### src/rtl/multicycle_ctrl_fsm_pkg.sv
// Shared types and encodings for the multicycle ARM-subset control FSM.
// The FSM and its testbench refer to control encodings only by these names.
package multicycle_ctrl_fsm_pkg;

    typedef enum logic [3:0] {
        FETCH, DECODE, EXECR, EXECI, ALUWB, MULLO, MULHI,
        FPEXEC, MEMADR, MEMRD, MEMWB, MEMWR, BRANCH
    } state_t;

    typedef enum logic [2:0] {
        K_UNDEF, K_DP, K_MUL, K_UMULL, K_MEM, K_BR, K_FP
    } kind_t;

    localparam logic [3:0] ALU_ADD   = 4'b0010;
    localparam logic [3:0] ALU_SUB   = 4'b0011;
    localparam logic [3:0] ALU_AND   = 4'b0110;
    localparam logic [3:0] ALU_ORR   = 4'b0111;
    localparam logic [3:0] ALU_MUL   = 4'b0100;
    localparam logic [3:0] ALU_UMULL = 4'b0101;
    localparam logic [3:0] ALU_NONE  = 4'b0000;

    localparam logic [1:0] FPU_FADD = 2'b00;
    localparam logic [1:0] FPU_FMUL = 2'b01;
    localparam logic [1:0] FPU_IDLE = 2'b11;

    localparam logic [1:0] IMM_DP  = 2'b00;
    localparam logic [1:0] IMM_MEM = 2'b01;
    localparam logic [1:0] IMM_BR  = 2'b10;

    localparam logic [1:0] RES_ALU = 2'b00;
    localparam logic [1:0] RES_MEM = 2'b01;
    localparam logic [1:0] RES_LO  = 2'b10;
    localparam logic [1:0] RES_HI  = 2'b11;

    localparam logic [1:0] SRCB_REG = 2'b00;
    localparam logic [1:0] SRCB_IMM = 2'b01;

    localparam logic [1:0] OP_DP  = 2'b00;
    localparam logic [1:0] OP_MEM = 2'b01;
    localparam logic [1:0] OP_BR  = 2'b10;
    localparam logic [1:0] OP_FP  = 2'b11;

    localparam logic [3:0] CMD_AND = 4'b0000;
    localparam logic [3:0] CMD_SUB = 4'b0010;
    localparam logic [3:0] CMD_ADD = 4'b0100;
    localparam logic [3:0] CMD_ORR = 4'b1100;

    typedef struct packed {
        kind_t      kind;
        logic [3:0] alu_ctrl;
        logic [1:0] fpu_op;
        logic       imm;
        logic       set_flags;
        logic       load;
        logic       rd_pc;
    } dec_t;

    // ALU_NONE marks a data-processing command this datapath cannot execute.
    function automatic logic [3:0] dp_alu_ctrl(input logic [3:0] cmd);
        case (cmd)
            CMD_ADD: return ALU_ADD;
            CMD_SUB: return ALU_SUB;
            CMD_AND: return ALU_AND;
            CMD_ORR: return ALU_ORR;
            default: return ALU_NONE;
        endcase
    endfunction

endpackage

### src/rtl/multicycle_ctrl_fsm_if.sv
// Control bundle between the FSM (master) and the multicycle datapath (slave).
interface multicycle_ctrl_fsm_if;
    logic [31:0] Instr;
    logic [3:0]  ALUFlags;
    logic        PCWrite, NextPC, Branch, PCS, RegWrite, IRWrite, AdrSrc;
    logic        WAsel, ResultWEn, AandBWrite, RA2Sel, MemWrite;
    logic [1:0]  RegSrc, ALUSrcA, ALUSrcB, ResultSrc, ImmSrc, FPUOp;
    logic [3:0]  ALUControl;
    logic [3:0]  Flags;

    modport master (
        input  Instr, ALUFlags,
        output PCWrite, NextPC, Branch, PCS, RegWrite, IRWrite, AdrSrc,
               WAsel, ResultWEn, AandBWrite, RA2Sel, MemWrite,
               RegSrc, ALUSrcA, ALUSrcB, ResultSrc, ImmSrc, FPUOp,
               ALUControl, Flags
    );

    modport slave (
        output Instr, ALUFlags,
        input  PCWrite, NextPC, Branch, PCS, RegWrite, IRWrite, AdrSrc,
               WAsel, ResultWEn, AandBWrite, RA2Sel, MemWrite,
               RegSrc, ALUSrcA, ALUSrcB, ResultSrc, ImmSrc, FPUOp,
               ALUControl, Flags
    );
endinterface

### src/rtl/multicycle_ctrl_fsm_cond_check.sv
// ARM condition-code evaluation against the architectural NZCV flags.
// Condition 1111 is treated as "never" so such instructions are squashed.
module multicycle_ctrl_fsm_cond_check (
    input  logic [3:0] cond,
    input  logic [3:0] flags,
    output logic       cond_ex
);
    logic n, z, c, v;
    assign {n, z, c, v} = flags;

    always_comb begin
        cond_ex = 1'b0;
        case (cond)
            4'b0000: cond_ex = z;
            4'b0001: cond_ex = ~z;
            4'b0010: cond_ex = c;
            4'b0011: cond_ex = ~c;
            4'b0100: cond_ex = n;
            4'b0101: cond_ex = ~n;
            4'b0110: cond_ex = v;
            4'b0111: cond_ex = ~v;
            4'b1000: cond_ex = c & ~z;
            4'b1001: cond_ex = ~c | z;
            4'b1010: cond_ex = ~(n ^ v);
            4'b1011: cond_ex = n ^ v;
            4'b1100: cond_ex = ~z & ~(n ^ v);
            4'b1101: cond_ex = z | (n ^ v);
            4'b1110: cond_ex = 1'b1;
            default: cond_ex = 1'b0;
        endcase
    end
endmodule

### src/rtl/multicycle_ctrl_fsm.sv
// Moore control FSM for the multicycle ALU/FPU/long-multiply datapath.
// Outputs are a decode of the registered state and the (registered) IR contents.
module multicycle_ctrl_fsm
    import multicycle_ctrl_fsm_pkg::*;
#(
    parameter state_t RESET_STATE = FETCH
) (
    input  logic                 clk,
    input  logic                 reset,
    multicycle_ctrl_fsm_if.master bus
);

    state_t     state_reg, state_next;
    logic [3:0] flags_reg;
    dec_t       dec;
    logic       cond_ex;
    logic [1:0] op;
    logic [3:0] cmd_alu;

    // Register-number fields are consumed by the datapath, not by control.
    logic unused_instr_bits;
    assign unused_instr_bits = ^{bus.Instr[19:16], bus.Instr[11:8], bus.Instr[3:0]};

    assign op      = bus.Instr[27:26];
    assign cmd_alu = dp_alu_ctrl(bus.Instr[24:21]);

    always_comb begin
        dec = '{kind: K_UNDEF, alu_ctrl: ALU_NONE, fpu_op: FPU_IDLE,
                imm: bus.Instr[25], set_flags: bus.Instr[20],
                load: bus.Instr[20], rd_pc: (bus.Instr[15:12] == 4'hF)};
        case (op)
            OP_DP: begin
                if (bus.Instr[7:4] == 4'b1001) begin
                    dec.kind     = bus.Instr[23] ? K_UMULL : K_MUL;
                    dec.alu_ctrl = bus.Instr[23] ? ALU_UMULL : ALU_MUL;
                end else if (cmd_alu != ALU_NONE) begin
                    dec.kind     = K_DP;
                    dec.alu_ctrl = cmd_alu;
                end
            end
            OP_MEM: begin
                dec.kind     = K_MEM;
                dec.alu_ctrl = bus.Instr[23] ? ALU_ADD : ALU_SUB;
            end
            OP_BR:   dec.kind = K_BR;
            default: begin
                dec.kind   = K_FP;
                dec.fpu_op = bus.Instr[21] ? FPU_FMUL : FPU_FADD;
            end
        endcase
    end

    multicycle_ctrl_fsm_cond_check u_cond_check (
        .cond    (bus.Instr[31:28]),
        .flags   (flags_reg),
        .cond_ex (cond_ex)
    );

    always_comb begin
        state_next = state_reg;
        case (state_reg)
            FETCH:  state_next = DECODE;
            DECODE: begin
                if (!cond_ex || dec.kind == K_UNDEF) begin
                    state_next = FETCH;
                end else begin
                    case (dec.kind)
                        K_MEM:          state_next = MEMADR;
                        K_BR:           state_next = BRANCH;
                        K_FP:           state_next = FPEXEC;
                        K_DP:           state_next = dec.imm ? EXECI : EXECR;
                        K_MUL, K_UMULL: state_next = EXECR;
                        default:        state_next = FETCH;
                    endcase
                end
            end
            EXECR, EXECI: state_next = (dec.kind == K_UMULL) ? MULLO : ALUWB;
            MULLO:  state_next = MULHI;
            FPEXEC: state_next = ALUWB;
            MEMADR: state_next = dec.load ? MEMRD : MEMWR;
            MEMRD:  state_next = MEMWB;
            default: state_next = FETCH;
        endcase
    end

    always_ff @(posedge clk) begin
        if (reset) begin
            state_reg <= RESET_STATE;
            flags_reg <= 4'b0000;
        end else begin
            state_reg <= state_next;
            if ((state_reg == EXECR || state_reg == EXECI) &&
                dec.kind == K_DP && dec.set_flags) begin
                flags_reg <= bus.ALUFlags;
            end
        end
    end

    assign bus.Flags = flags_reg;

    // Outputs are forced idle while reset is high so no strobe fires in the reset cycle.
    always_comb begin
        bus.PCWrite    = 1'b0;
        bus.NextPC     = 1'b0;
        bus.Branch     = 1'b0;
        bus.PCS        = 1'b0;
        bus.RegWrite   = 1'b0;
        bus.IRWrite    = 1'b0;
        bus.AdrSrc     = 1'b0;
        bus.WAsel      = 1'b0;
        bus.ResultWEn  = 1'b0;
        bus.AandBWrite = 1'b0;
        bus.RA2Sel     = 1'b0;
        bus.MemWrite   = 1'b0;
        bus.RegSrc     = 2'b00;
        bus.ALUSrcA    = 2'b00;
        bus.ALUSrcB    = SRCB_REG;
        bus.ResultSrc  = RES_ALU;
        bus.ImmSrc     = IMM_DP;
        bus.FPUOp      = FPU_IDLE;
        bus.ALUControl = ALU_NONE;
        if (!reset) begin
            case (state_reg)
                FETCH: begin
                    bus.IRWrite = 1'b1;
                    bus.PCWrite = 1'b1;
                    bus.NextPC  = 1'b1;
                end
                DECODE: begin
                    bus.AandBWrite = 1'b1;
                    bus.RA2Sel     = (op == OP_MEM) && !bus.Instr[20];
                end
                EXECR, EXECI: begin
                    bus.ALUSrcB    = (state_reg == EXECI) ? SRCB_IMM : SRCB_REG;
                    bus.ALUControl = dec.alu_ctrl;
                    bus.ResultWEn  = 1'b1;
                end
                ALUWB: begin
                    if (dec.kind != K_FP) begin
                        bus.ALUSrcB    = (dec.kind == K_DP && dec.imm) ? SRCB_IMM : SRCB_REG;
                        bus.ALUControl = dec.alu_ctrl;
                    end
                    if (dec.kind == K_MUL) begin
                        bus.WAsel    = 1'b1;
                        bus.RegWrite = 1'b1;
                    end else if (dec.rd_pc) begin
                        bus.PCWrite = 1'b1;
                        bus.PCS     = 1'b1;
                    end else begin
                        bus.RegWrite = 1'b1;
                    end
                end
                MULLO: begin
                    bus.ResultSrc = RES_LO;
                    bus.RegWrite  = 1'b1;
                end
                MULHI: begin
                    bus.ResultSrc = RES_HI;
                    bus.WAsel     = 1'b1;
                    bus.RegWrite  = 1'b1;
                end
                FPEXEC: begin
                    bus.FPUOp     = dec.fpu_op;
                    bus.ResultWEn = 1'b1;
                end
                MEMADR, MEMRD, MEMWR: begin
                    bus.ALUSrcB    = SRCB_IMM;
                    bus.ImmSrc     = IMM_MEM;
                    bus.ALUControl = dec.alu_ctrl;
                    bus.AdrSrc     = (state_reg != MEMADR);
                    bus.MemWrite   = (state_reg == MEMWR);
                end
                MEMWB: begin
                    bus.ResultSrc = RES_MEM;
                    bus.RegWrite  = 1'b1;
                end
                BRANCH: begin
                    bus.ImmSrc  = IMM_BR;
                    bus.PCWrite = 1'b1;
                    bus.Branch  = 1'b1;
                end
                default: ;
            endcase
        end
    end

endmodule

### src/flat_wrapper.sv
// flat-port wrapper written by rule: the top's interface ports become plain ports
module multicycle_ctrl_fsm_flat import multicycle_ctrl_fsm_pkg::*;
#(
    parameter state_t RESET_STATE = FETCH
)
  (clk, reset, bus_Instr, bus_ALUFlags, bus_PCWrite, bus_NextPC, bus_Branch, bus_PCS, bus_RegWrite, bus_IRWrite, bus_AdrSrc, bus_WAsel, bus_ResultWEn, bus_AandBWrite, bus_RA2Sel, bus_MemWrite, bus_RegSrc, bus_ALUSrcA, bus_ALUSrcB, bus_ResultSrc, bus_ImmSrc, bus_FPUOp, bus_ALUControl, bus_Flags);
  multicycle_ctrl_fsm_if bus_i ();
  input  logic clk;
  input  logic reset;
  input wire logic [$bits(bus_i.Instr)-1:0] bus_Instr;
  input wire logic [$bits(bus_i.ALUFlags)-1:0] bus_ALUFlags;
  output wire logic [$bits(bus_i.PCWrite)-1:0] bus_PCWrite;
  output wire logic [$bits(bus_i.NextPC)-1:0] bus_NextPC;
  output wire logic [$bits(bus_i.Branch)-1:0] bus_Branch;
  output wire logic [$bits(bus_i.PCS)-1:0] bus_PCS;
  output wire logic [$bits(bus_i.RegWrite)-1:0] bus_RegWrite;
  output wire logic [$bits(bus_i.IRWrite)-1:0] bus_IRWrite;
  output wire logic [$bits(bus_i.AdrSrc)-1:0] bus_AdrSrc;
  output wire logic [$bits(bus_i.WAsel)-1:0] bus_WAsel;
  output wire logic [$bits(bus_i.ResultWEn)-1:0] bus_ResultWEn;
  output wire logic [$bits(bus_i.AandBWrite)-1:0] bus_AandBWrite;
  output wire logic [$bits(bus_i.RA2Sel)-1:0] bus_RA2Sel;
  output wire logic [$bits(bus_i.MemWrite)-1:0] bus_MemWrite;
  output wire logic [$bits(bus_i.RegSrc)-1:0] bus_RegSrc;
  output wire logic [$bits(bus_i.ALUSrcA)-1:0] bus_ALUSrcA;
  output wire logic [$bits(bus_i.ALUSrcB)-1:0] bus_ALUSrcB;
  output wire logic [$bits(bus_i.ResultSrc)-1:0] bus_ResultSrc;
  output wire logic [$bits(bus_i.ImmSrc)-1:0] bus_ImmSrc;
  output wire logic [$bits(bus_i.FPUOp)-1:0] bus_FPUOp;
  output wire logic [$bits(bus_i.ALUControl)-1:0] bus_ALUControl;
  output wire logic [$bits(bus_i.Flags)-1:0] bus_Flags;
  assign bus_i.Instr = bus_Instr;
  assign bus_i.ALUFlags = bus_ALUFlags;
  assign bus_PCWrite = bus_i.PCWrite;
  assign bus_NextPC = bus_i.NextPC;
  assign bus_Branch = bus_i.Branch;
  assign bus_PCS = bus_i.PCS;
  assign bus_RegWrite = bus_i.RegWrite;
  assign bus_IRWrite = bus_i.IRWrite;
  assign bus_AdrSrc = bus_i.AdrSrc;
  assign bus_WAsel = bus_i.WAsel;
  assign bus_ResultWEn = bus_i.ResultWEn;
  assign bus_AandBWrite = bus_i.AandBWrite;
  assign bus_RA2Sel = bus_i.RA2Sel;
  assign bus_MemWrite = bus_i.MemWrite;
  assign bus_RegSrc = bus_i.RegSrc;
  assign bus_ALUSrcA = bus_i.ALUSrcA;
  assign bus_ALUSrcB = bus_i.ALUSrcB;
  assign bus_ResultSrc = bus_i.ResultSrc;
  assign bus_ImmSrc = bus_i.ImmSrc;
  assign bus_FPUOp = bus_i.FPUOp;
  assign bus_ALUControl = bus_i.ALUControl;
  assign bus_Flags = bus_i.Flags;
  multicycle_ctrl_fsm #(.RESET_STATE(RESET_STATE)) u_core (.clk(clk), .reset(reset), .bus(bus_i));
endmodule
### config.mk
export PLATFORM = sky130hd
export DESIGN_NAME = multicycle_ctrl_fsm_flat
export DESIGN_NICKNAME = d
export VERILOG_FILES = /design/src/rtl/multicycle_ctrl_fsm_pkg.sv /design/src/rtl/multicycle_ctrl_fsm_if.sv /design/src/rtl/multicycle_ctrl_fsm_cond_check.sv /design/src/rtl/multicycle_ctrl_fsm.sv /design/src/flat_wrapper.sv
export SDC_FILE = /design/constraint.sdc
export NUM_CORES = 1
export LEC_CHECK = 0
export CELL_PAD_IN_SITES_DETAIL_PLACEMENT = 1
export CELL_PAD_IN_SITES_GLOBAL_PLACEMENT = 1
export CORE_ASPECT_RATIO = 0.8
export CORE_UTILIZATION = 26
export CTS_CLUSTER_SIZE = 16
export DETAILED_ROUTE_END_ITERATION = 8
export PLACE_DENSITY_LB_ADDON = 0.1
export SYNTH_ARGS = -nofsm -noshare
export SYNTH_HDL_FRONTEND = slang
export SYNTH_SLANG_ARGS = --single-unit
### constraint.sdc
create_clock -name clk -period 3.7 [get_ports clk]
set_input_delay 0.74 -clock clk [delete_from_list [all_inputs] [get_ports clk]]
set_output_delay 0.74 -clock clk [all_outputs]
set_load 0.05 [all_outputs]
==> summary.txt, run 1 <==
GRT
  – GR Layer Usage met1: 23.9%
  – Vias in the first global route: 1288
  – Number of antenna violations at the first check in global routing: 0
  – Wire length of the first global-routing pass: 6.03 mm
  – Most used routing layer in global routing: met2
  – Met2 Usage GRT: 28.7%
  – Gr usage total: 17.4%
  – Maximum number of pins on one net before global-route repair: 14
  – Fraction of met3 tracks used by global routing: 3.32%
  – Total overflow reported by the global router: 0

Flow run
  – Max-cap viol count: 0

Status
  – Result of the run: finished, final reports clean

Routing
  – Total detailed-routing wirelength: ~3.6 mm
  – Detail-routed via count per cell: 5.00
  – Routed wire per std cell: roughly 14 µm
  – DRC marker count from the first detailed-route iteration: 60
  – First-pass iteration count of the detailed router: 2
  – Total number of vias: 1304
  – Antenna viol nets, final: 0
  – Remaining design rule violation count: 0

Floorplanning
  – Die Y: 60.7 µm
  – Floorplan die area: 4580 µm²
  – Count of pins on the block boundary: 70
  – Initial Utilization: 28.4%
  – Rows: 20
  – Core ar.: 3950 µm²
  – Horizontal die dimension: 75.4 µm

Synth
  – Cell types occupying the most area after synthesis: sky130_fd_sc_hd__dfxtp_1, sky130_fd_sc_hd__ha_1, sky130_fd_sc_hd__nor2_1, sky130_fd_sc_hd__mux2i_1, sky130_fd_sc_hd__buf_4
  – Number of synthesized register bits: 8
  – Area leader, netlist: sky130_fd_sc_hd__dfxtp_1
  – Total standard cell area after synthesis: 1120 µm²
  – Fraction of synthesis flops using an asynchronous set or reset pin: 0%
  – Distinct cell type count of the synthesized netlist: 53
  – Synthesized netlist cell count: about 160
  – Area fraction of the dominant cell type after synthesis: 14.3%
  – Count of flip-flops with a built-in enable after synthesis: 0
  – Yosys warning count: 0
  – Syn Area/Cell: 7.23 µm²
  – Sequential share of the synthesized area: between 10 and 15%
  – Leading register cell type out of synthesis: sky130_fd_sc_hd__dfxtp_1

Critical path
  – Worst-path fanout max: 7
  – R2r worst-path depth: 7
  – Required time of the critical path: 2.96 ns
  – Critical register-to-register path startpoint: u_core.state_reg[2]
  – Destination of the worst register-to-register timing path: u_core.state_reg[0]
  – Flop2flop setup slack: 1.89 ns
  – Worst Setup End Kind: primary output
  – Sort of element at the start of the critical path: primary input
  – Class of the most critical setup path: in -> out
  – CP Data Arrival Time: 2.87 ns

Worst hold path
  – Cell depth of the worst hold path: 2
  – Type of the worst min-delay path: reg -> reg
  – Hold Path End: u_core.bus.Flags[0]
  – Worst min-delay path startpoint: u_core.bus.Flags[0]

Timing
  – Slew at the pin closest to its max-slew limit: roughly 0.56 ns
  – Setup repair after global routing missed its margin: false
  – Layout Skew: 0.00199 ns
  – Part of the cycle the worst path needs: 97.6%
  – Final-report max-slew violation count: 0
  – Headroom to the max-slew limit: 62.3%
  – Hold violation total from the final report: 0
  – Final critical path time including I/O delays and setup: 3.61 ns
  – Highest Clock Rate: 277 MHz
  – Sum of negative setup slack: 0 ns
  – Setup violation total in the final timing report: 0

CTS
  – Clock-pin transition on the worst setup and hold timing paths: 0.04 ns
  – Total CTS buffers: 3
  – Number of gates resized after CTS: 0
  – Root buf cell: sky130_fd_sc_hd__clkbuf_8
  – Maximum root-to-sink buffer count: 2
  – Clock latency on the worst-skew pair: 0.23 ns
  – Number of setup buffers added after CTS: 0
  – Level count of the clock H-tree: 1
  – Cts hold-fix bufs: 0
  – Clock tree from TritonCTS: done
  – Number of clock sinks seen by CTS: 8

Cells and area
  – Post-route non-filler standard cell count: 261
  – Fin util: 45.1%
  – Post-synthesis to final-layout area growth: 58.9%
  – Number of antenna repair diodes: 0
  – Fraction of final layout cells with drive strength greater than 1: 21.4%
  – Final nets: between 200 and 300

Placed design
  – Count of input and output buffers: just over 50
  – Total half-perimeter wirelength after legalization and detailed placement: 3.07 mm
  – DP Cell Count: 258
  – Routability-driven placement congestion ratio: 0.875

Pwr
  – PwrDens: 241 nW/µm²
  – Leakage power: roughly 0.75 nW
  – Peak ir drop on the vdd network: slightly below 0.2 mV
worst max path at each step:
stage / slack [ns] / startpoint / to
after global placement: 0.12 / bus_Instr[23] / bus_PCWrite
final: 0.09 / bus_Instr[23] / bus_ALUSrcB[0]
after detailed placement: 0.08 / bus_Instr[23] / bus_ALUSrcB[0]
after global routing: 0.004 / bus_Instr[27] / bus_ALUSrcB[0]
after floorplan: 0.11 / reset / bus_RA2Sel
after CTS: 0.07 / bus_Instr[23] / bus_ALUSrcB[0]
cells by family (layout without fill, tap and decap cells):
group / count (synthesis) / after routing / share of synthesized area (%)
simple gates: 68 / 68 / 33.5
compound gates: 35 / 35 / 22.8
buf+inv: 25 / 71 / 11.8
flops: 8 / 8 / 14.3
mux: 7 / 7 / 6.70
fa+ha+maj: 6 / 6 / 6.70
xor+xnor: 5 / 5 / 3.91
other cells: 1 / 6 / 0.335
worst max-delay path, stage by stage:
cell and delay [ns]:
sky130_fd_sc_hd__clkdlybuf4s50_1 0.50, sky130_fd_sc_hd__mux2_4 0.31, sky130_fd_sc_hd__or4_4 0.53, sky130_fd_sc_hd__o211ai_4 0.19
sky130_fd_sc_hd__a41oi_1 0.19, sky130_fd_sc_hd__nor2_1 0.24, sky130_fd_sc_hd__buf_12 0.17
final cells by class:
type	instances	area, µm²
Sequential cell	8	160
Timing Repair Buffer	58	611
Fill cell	507	2170
Clock buffer	3	41.3
Inverter	10	42.5
Tap cell	55	68.8
Multi-Input combinational cell	127	858
cell usage in the layout, fill, tap and decap left out, types with 2 or more instances in the layout:
master	n
sky130_fd_sc_hd__a211oi_1	2
sky130_fd_sc_hd__a21oi_1	8
sky130_fd_sc_hd__a31o_1	3
sky130_fd_sc_hd__a31oi_1	2
sky130_fd_sc_hd__and3_1	3
sky130_fd_sc_hd__buf_12	8
sky130_fd_sc_hd__buf_4	20
sky130_fd_sc_hd__clkbuf_8	3
sky130_fd_sc_hd__clkdlybuf4s50_1	30
sky130_fd_sc_hd__conb_1	6
sky130_fd_sc_hd__dfxtp_1	8
sky130_fd_sc_hd__ha_1	6
sky130_fd_sc_hd__inv_1	8
sky130_fd_sc_hd__mux2i_1	6
sky130_fd_sc_hd__nand2_1	11
sky130_fd_sc_hd__nand2b_1	6
sky130_fd_sc_hd__nand3_1	3
sky130_fd_sc_hd__nor2_1	17
sky130_fd_sc_hd__nor2b_1	2
sky130_fd_sc_hd__nor3_1	9
sky130_fd_sc_hd__nor3b_1	2
sky130_fd_sc_hd__o21ai_0	4
sky130_fd_sc_hd__o22ai_1	2
sky130_fd_sc_hd__or2_1	2
sky130_fd_sc_hd__xnor2_1	2
sky130_fd_sc_hd__xor2_1	3
through the flow:
stage	hold slack (ns)	worst slack, ns	total power, mW	cell area, µm²
2_1_floorplan	0.571	0.114	0.246	1150
3_3_place_gp	0.571	0.122	0.324	1740
3_5_place_dp	0.580	0.0770	0.329	1740
4_1_cts	0.589	0.0726	0.436	1780
5_1_grt	0.635	0.00375	0.455	1780
6_report	0.584	0.0901	0.429	1780
routing by layer:
layer | wire [µm] | vias to the layer above | share of wire, %
met2 | 1600 | 38 | 44
met1 | 1830 | 621 | 50
li1 | - | 641 | -
met5 | 0 | - | 0
met4 | 30 | 0 | 0.82
met3 | 192 | 4 | 5.3
synthesized netlist by cell type (2+ instances only):
| cell | number |
|---|---|
| sky130_fd_sc_hd__xnor2_1 | 2 |
| sky130_fd_sc_hd__a21oi_1 | 8 |
| sky130_fd_sc_hd__inv_1 | 8 |
| sky130_fd_sc_hd__xor2_1 | 3 |
| sky130_fd_sc_hd__or2_1 | 2 |
| sky130_fd_sc_hd__nor3_1 | 10 |
| sky130_fd_sc_hd__nor3b_1 | 2 |
| sky130_fd_sc_hd__dfxtp_1 | 8 |
| sky130_fd_sc_hd__nor2b_1 | 2 |
| sky130_fd_sc_hd__o21ai_0 | 4 |
| sky130_fd_sc_hd__nand2b_1 | 6 |
| sky130_fd_sc_hd__a31o_1 | 3 |
| sky130_fd_sc_hd__mux2i_1 | 6 |
| sky130_fd_sc_hd__nor2_1 | 17 |
| sky130_fd_sc_hd__a211oi_1 | 2 |
| sky130_fd_sc_hd__o22ai_1 | 2 |
| sky130_fd_sc_hd__ha_1 | 6 |
| sky130_fd_sc_hd__a31oi_1 | 2 |
| sky130_fd_sc_hd__nand3_1 | 3 |
| sky130_fd_sc_hd__buf_4 | 7 |
| sky130_fd_sc_hd__clkbuf_1 | 7 |
| sky130_fd_sc_hd__and3_1 | 3 |
| sky130_fd_sc_hd__nor4_1 | 2 |
| sky130_fd_sc_hd__nand2_1 | 11 |
where the power goes:
group,total (mW),internal (mW),switching (mW)
sequential,0.106,0.0917,0.0142
combinational,0.221,0.0921,0.128
clock,0.103,0.0703,0.0326
No activity file was read; power rests on OpenSTA's default activity.
==> inputs of run 2 (changes only) <==
- GPL_TIMING_DRIVEN: not set -> 0
==> run 2 against run 1 <==
Worst hold slack improved by 0.015 ns; largest power group unchanged; maximum frequency increased by 0.90%; clock power about the same; non-clock buffer count increased by 6; largest cell class unchanged; cell area decreased by 2.3%; highest routed layer is now met3.
==> summary.txt, run 2 (synthesized netlist as in run 1, its figures left out) <==
Cells and area
  – Commonest non-fill, non-tap cell in the layout: sky130_fd_sc_hd__clkdlybuf4s50_1
  – Most used cells in the layout excluding fill and tap cells: sky130_fd_sc_hd__clkdlybuf4s50_1, sky130_fd_sc_hd__nor2_1, sky130_fd_sc_hd__nand2_1
  – Final nets: 258
  – Post-synthesis to final-layout area growth: 55.2%
  – Flip-flop and latch area: 160 µm²
  – Fraction of final layout cells with drive strength greater than 1: 16.0%
  – Combined area of the multi-input logic cells: 871 µm²
  – Number of antenna repair diodes: 0
  – Fin util: 44.0%
  – Total of fill cells in the finished design: 518

Flow run
  – Max-cap viol count: 0

Timing
  – Slew at the pin closest to its max-slew limit: 0.621 ns
  – Headroom to the max-slew limit: 58.0%
  – Final critical path time including I/O delays and setup: between 3 and 4 ns
  – Final-report max-slew violation count: 0
  – Layout Skew: 0.000552 ns
  – Setup violation total in the final timing report: 0
  – WHS: 0.598 ns
  – Hold violation total from the final report: 0
  – Highest Clock Rate: 279 MHz
  – Sum of negative setup slack: 0 ns
  – Part of the cycle the worst path needs: 96.7%
  – Setup repair after global routing missed its margin: false

CTS
  – Clock latency on the worst-skew pair: 0.22 ns
  – Maximum root-to-sink buffer count: 2
  – Clock tree from TritonCTS: done
  – Root buf cell: sky130_fd_sc_hd__clkbuf_8
  – Total CTS buffers: 3
  – Level count of the clock H-tree: 1
  – Number of clock sinks seen by CTS: 8
  – Cts hold-fix bufs: 0
  – Clock-pin transition on the worst setup and hold timing paths: 0.04 ns

Critical path
  – Delay-heaviest family, CP: buffers and inverters
  – Required time of the critical path: approximately 3.0 ns
  – Class of the most critical setup path: in -> out
  – Worst Setup End Kind: primary output
  – Slowest stage cell, crit path: sky130_fd_sc_hd__clkdlybuf4s50_1
  – Buffers & Inverters on Critical Path: 3
  – Sort of element at the start of the critical path: primary input
  – Worst-path fanout max: 5
  – CP Data Arrival Time: 2.84 ns
  – Slowest Stage Delay on Critical Path: approximately 0.70 ns
  – Cell-by-cell listing of the critical path: clkdlybuf4s50_1, ha_1, inv_1, or3_1, or2_1, clkdlybuf4s50_1
  – Crit path top cell by count: sky130_fd_sc_hd__clkdlybuf4s50_1

Routing
  – Detail-routed via count per cell: 5.01
  – Antenna viol nets, final: 0
  – DRC marker count from the first detailed-route iteration: 46
  – Remaining design rule violation count: 0
  – First-pass iteration count of the detailed router: 4
  – Routed wire per std cell: 14.0 µm
  – Total number of vias: between 1000 and 1500
  – Total detailed-routing wirelength: around 3.7 mm

Floorplanning
  – Die Y: 60.7 µm
  – Rows: 20
  – Count of pins on the block boundary: 70
  – Initial Utilization: 28.4%
  – Core ar.: 3950 µm²
  – Horizontal die dimension: 75.4 µm
  – Floorplan die area: 4580 µm²

GRT
  – Met2 Usage GRT: 28.3%
  – Most used routing layer in global routing: met2
  – Wire length of the first global-routing pass: 6.24 mm
  – Fraction of met3 tracks used by global routing: 3.16%
  – Total overflow reported by the global router: 0
  – GR Layer Usage met1: 26.1%
  – Maximum number of pins on one net before global-route repair: 11
  – Gr usage total: 17.6%
  – Vias in the first global route: 1344
  – Number of antenna violations at the first check in global routing: 0

Status
  – Result of the run: finished, final reports clean

Pwr
  – Peak ir drop on the vdd network: 0.190 mV
  – PwrDens: 243 nW/µm²
  – Leakage power: around 0.73 nW

Placed design
  – Routability-driven placement congestion ratio: 0.883
  – Total half-perimeter wirelength after legalization and detailed placement: 3.08 mm
  – Count of input and output buffers: 47

Worst hold path
  – Type of the worst min-delay path: reg -> reg
[run 2: changes by cell type in the layout (fill, tap and decap cells not counted), moves of 2 or more]
cell,change
sky130_fd_sc_hd__clkdlybuf4s50_1,+8
sky130_fd_sc_hd__buf_4,-10
sky130_fd_sc_hd__buf_12,-8
sky130_fd_sc_hd__inv_2,+2
sky130_fd_sc_hd__clkbuf_1,+7
sky130_fd_sc_hd__dlygate4sd2_1,+3
sky130_fd_sc_hd__clkbuf_4,+2
sky130_fd_sc_hd__inv_1,-2
sky130_fd_sc_hd__buf_2,+2
[run 2: per-stage QoR]
step	total power [mW]	std cells	setup slack (ns)	cell area, µm²
global placement	0.315	262	-0.631	1690
detailed placement	0.320	262	-0.693	1690
CTS	0.424	265	0.0178	1710
global route	0.449	267	0.00635	1740
finish	0.423	267	0.122	1740
floorplan	0.246	160	0.114	1150
[run 2: worst paths after layout]
path                        from                  end  slack, ns  cells after the start
max                bus_Instr[27]         bus_FPUOp[0]       0.12                      6
min          u_core.bus.Flags[1]  u_core.bus.Flags[1]       0.60                      2
max reg2reg  u_core.bus.Flags[3]  u_core.state_reg[0]       1.82                      6
min reg2reg  u_core.bus.Flags[1]  u_core.bus.Flags[1]       0.60                      2
[run 2: power breakdown]
| group | switching [mW] | total, mW | leakage [nW] | internal (mW) |
|---|---|---|---|---|
| Clock | 0.0331 | 0.104 | 0.0216 | 0.0704 |
| Sequential | 0.00453 | 0.0961 | 0.0649 | 0.0916 |
| Combinational | 0.139 | 0.223 | 0.648 | 0.0844 |
[run 2: cell type report]
cell class	instances	share of cell area, %
Inverter	10	2.44
Tap cell	55	3.95
Sequential cell	8	9.20
Multi-Input combinational cell	127	50.0
Buffer	15	5.18
Timing Repair Buffer	49	26.8
Clock buffer	3	2.37
[run 2: timing repair]
| item | in CTS | in global routing |
|---|---|---|
| resized for setup | 33 | 4 |
| buffers inserted | 0 | 2 |
| endpoints found under the setup margin | 5 | 6 |
[run 2: worst reg2reg max path, cell delays in order (launching register included)]
cell and delay [ns]:
sky130_fd_sc_hd__dfxtp_1 0.46, sky130_fd_sc_hd__xnor2_1 0.15, sky130_fd_sc_hd__nand3_1 0.09, sky130_fd_sc_hd__a21oi_1 0.20, sky130_fd_sc_hd__xnor2_1 0.09, sky130_fd_sc_hd__o311ai_1 0.55, sky130_fd_sc_hd__a32o_2 0.27
[run 2: routing by layer]
layer | share of wire (%) | vias up | wire [µm]
met1 | 51 | 641 | 1910
met3 | 5.0 | 0 | 188
met4 | 0 | 0 | 0
met2 | 44 | 37 | 1650
li1 | - | 660 | -
met5 | 0 | - | 0
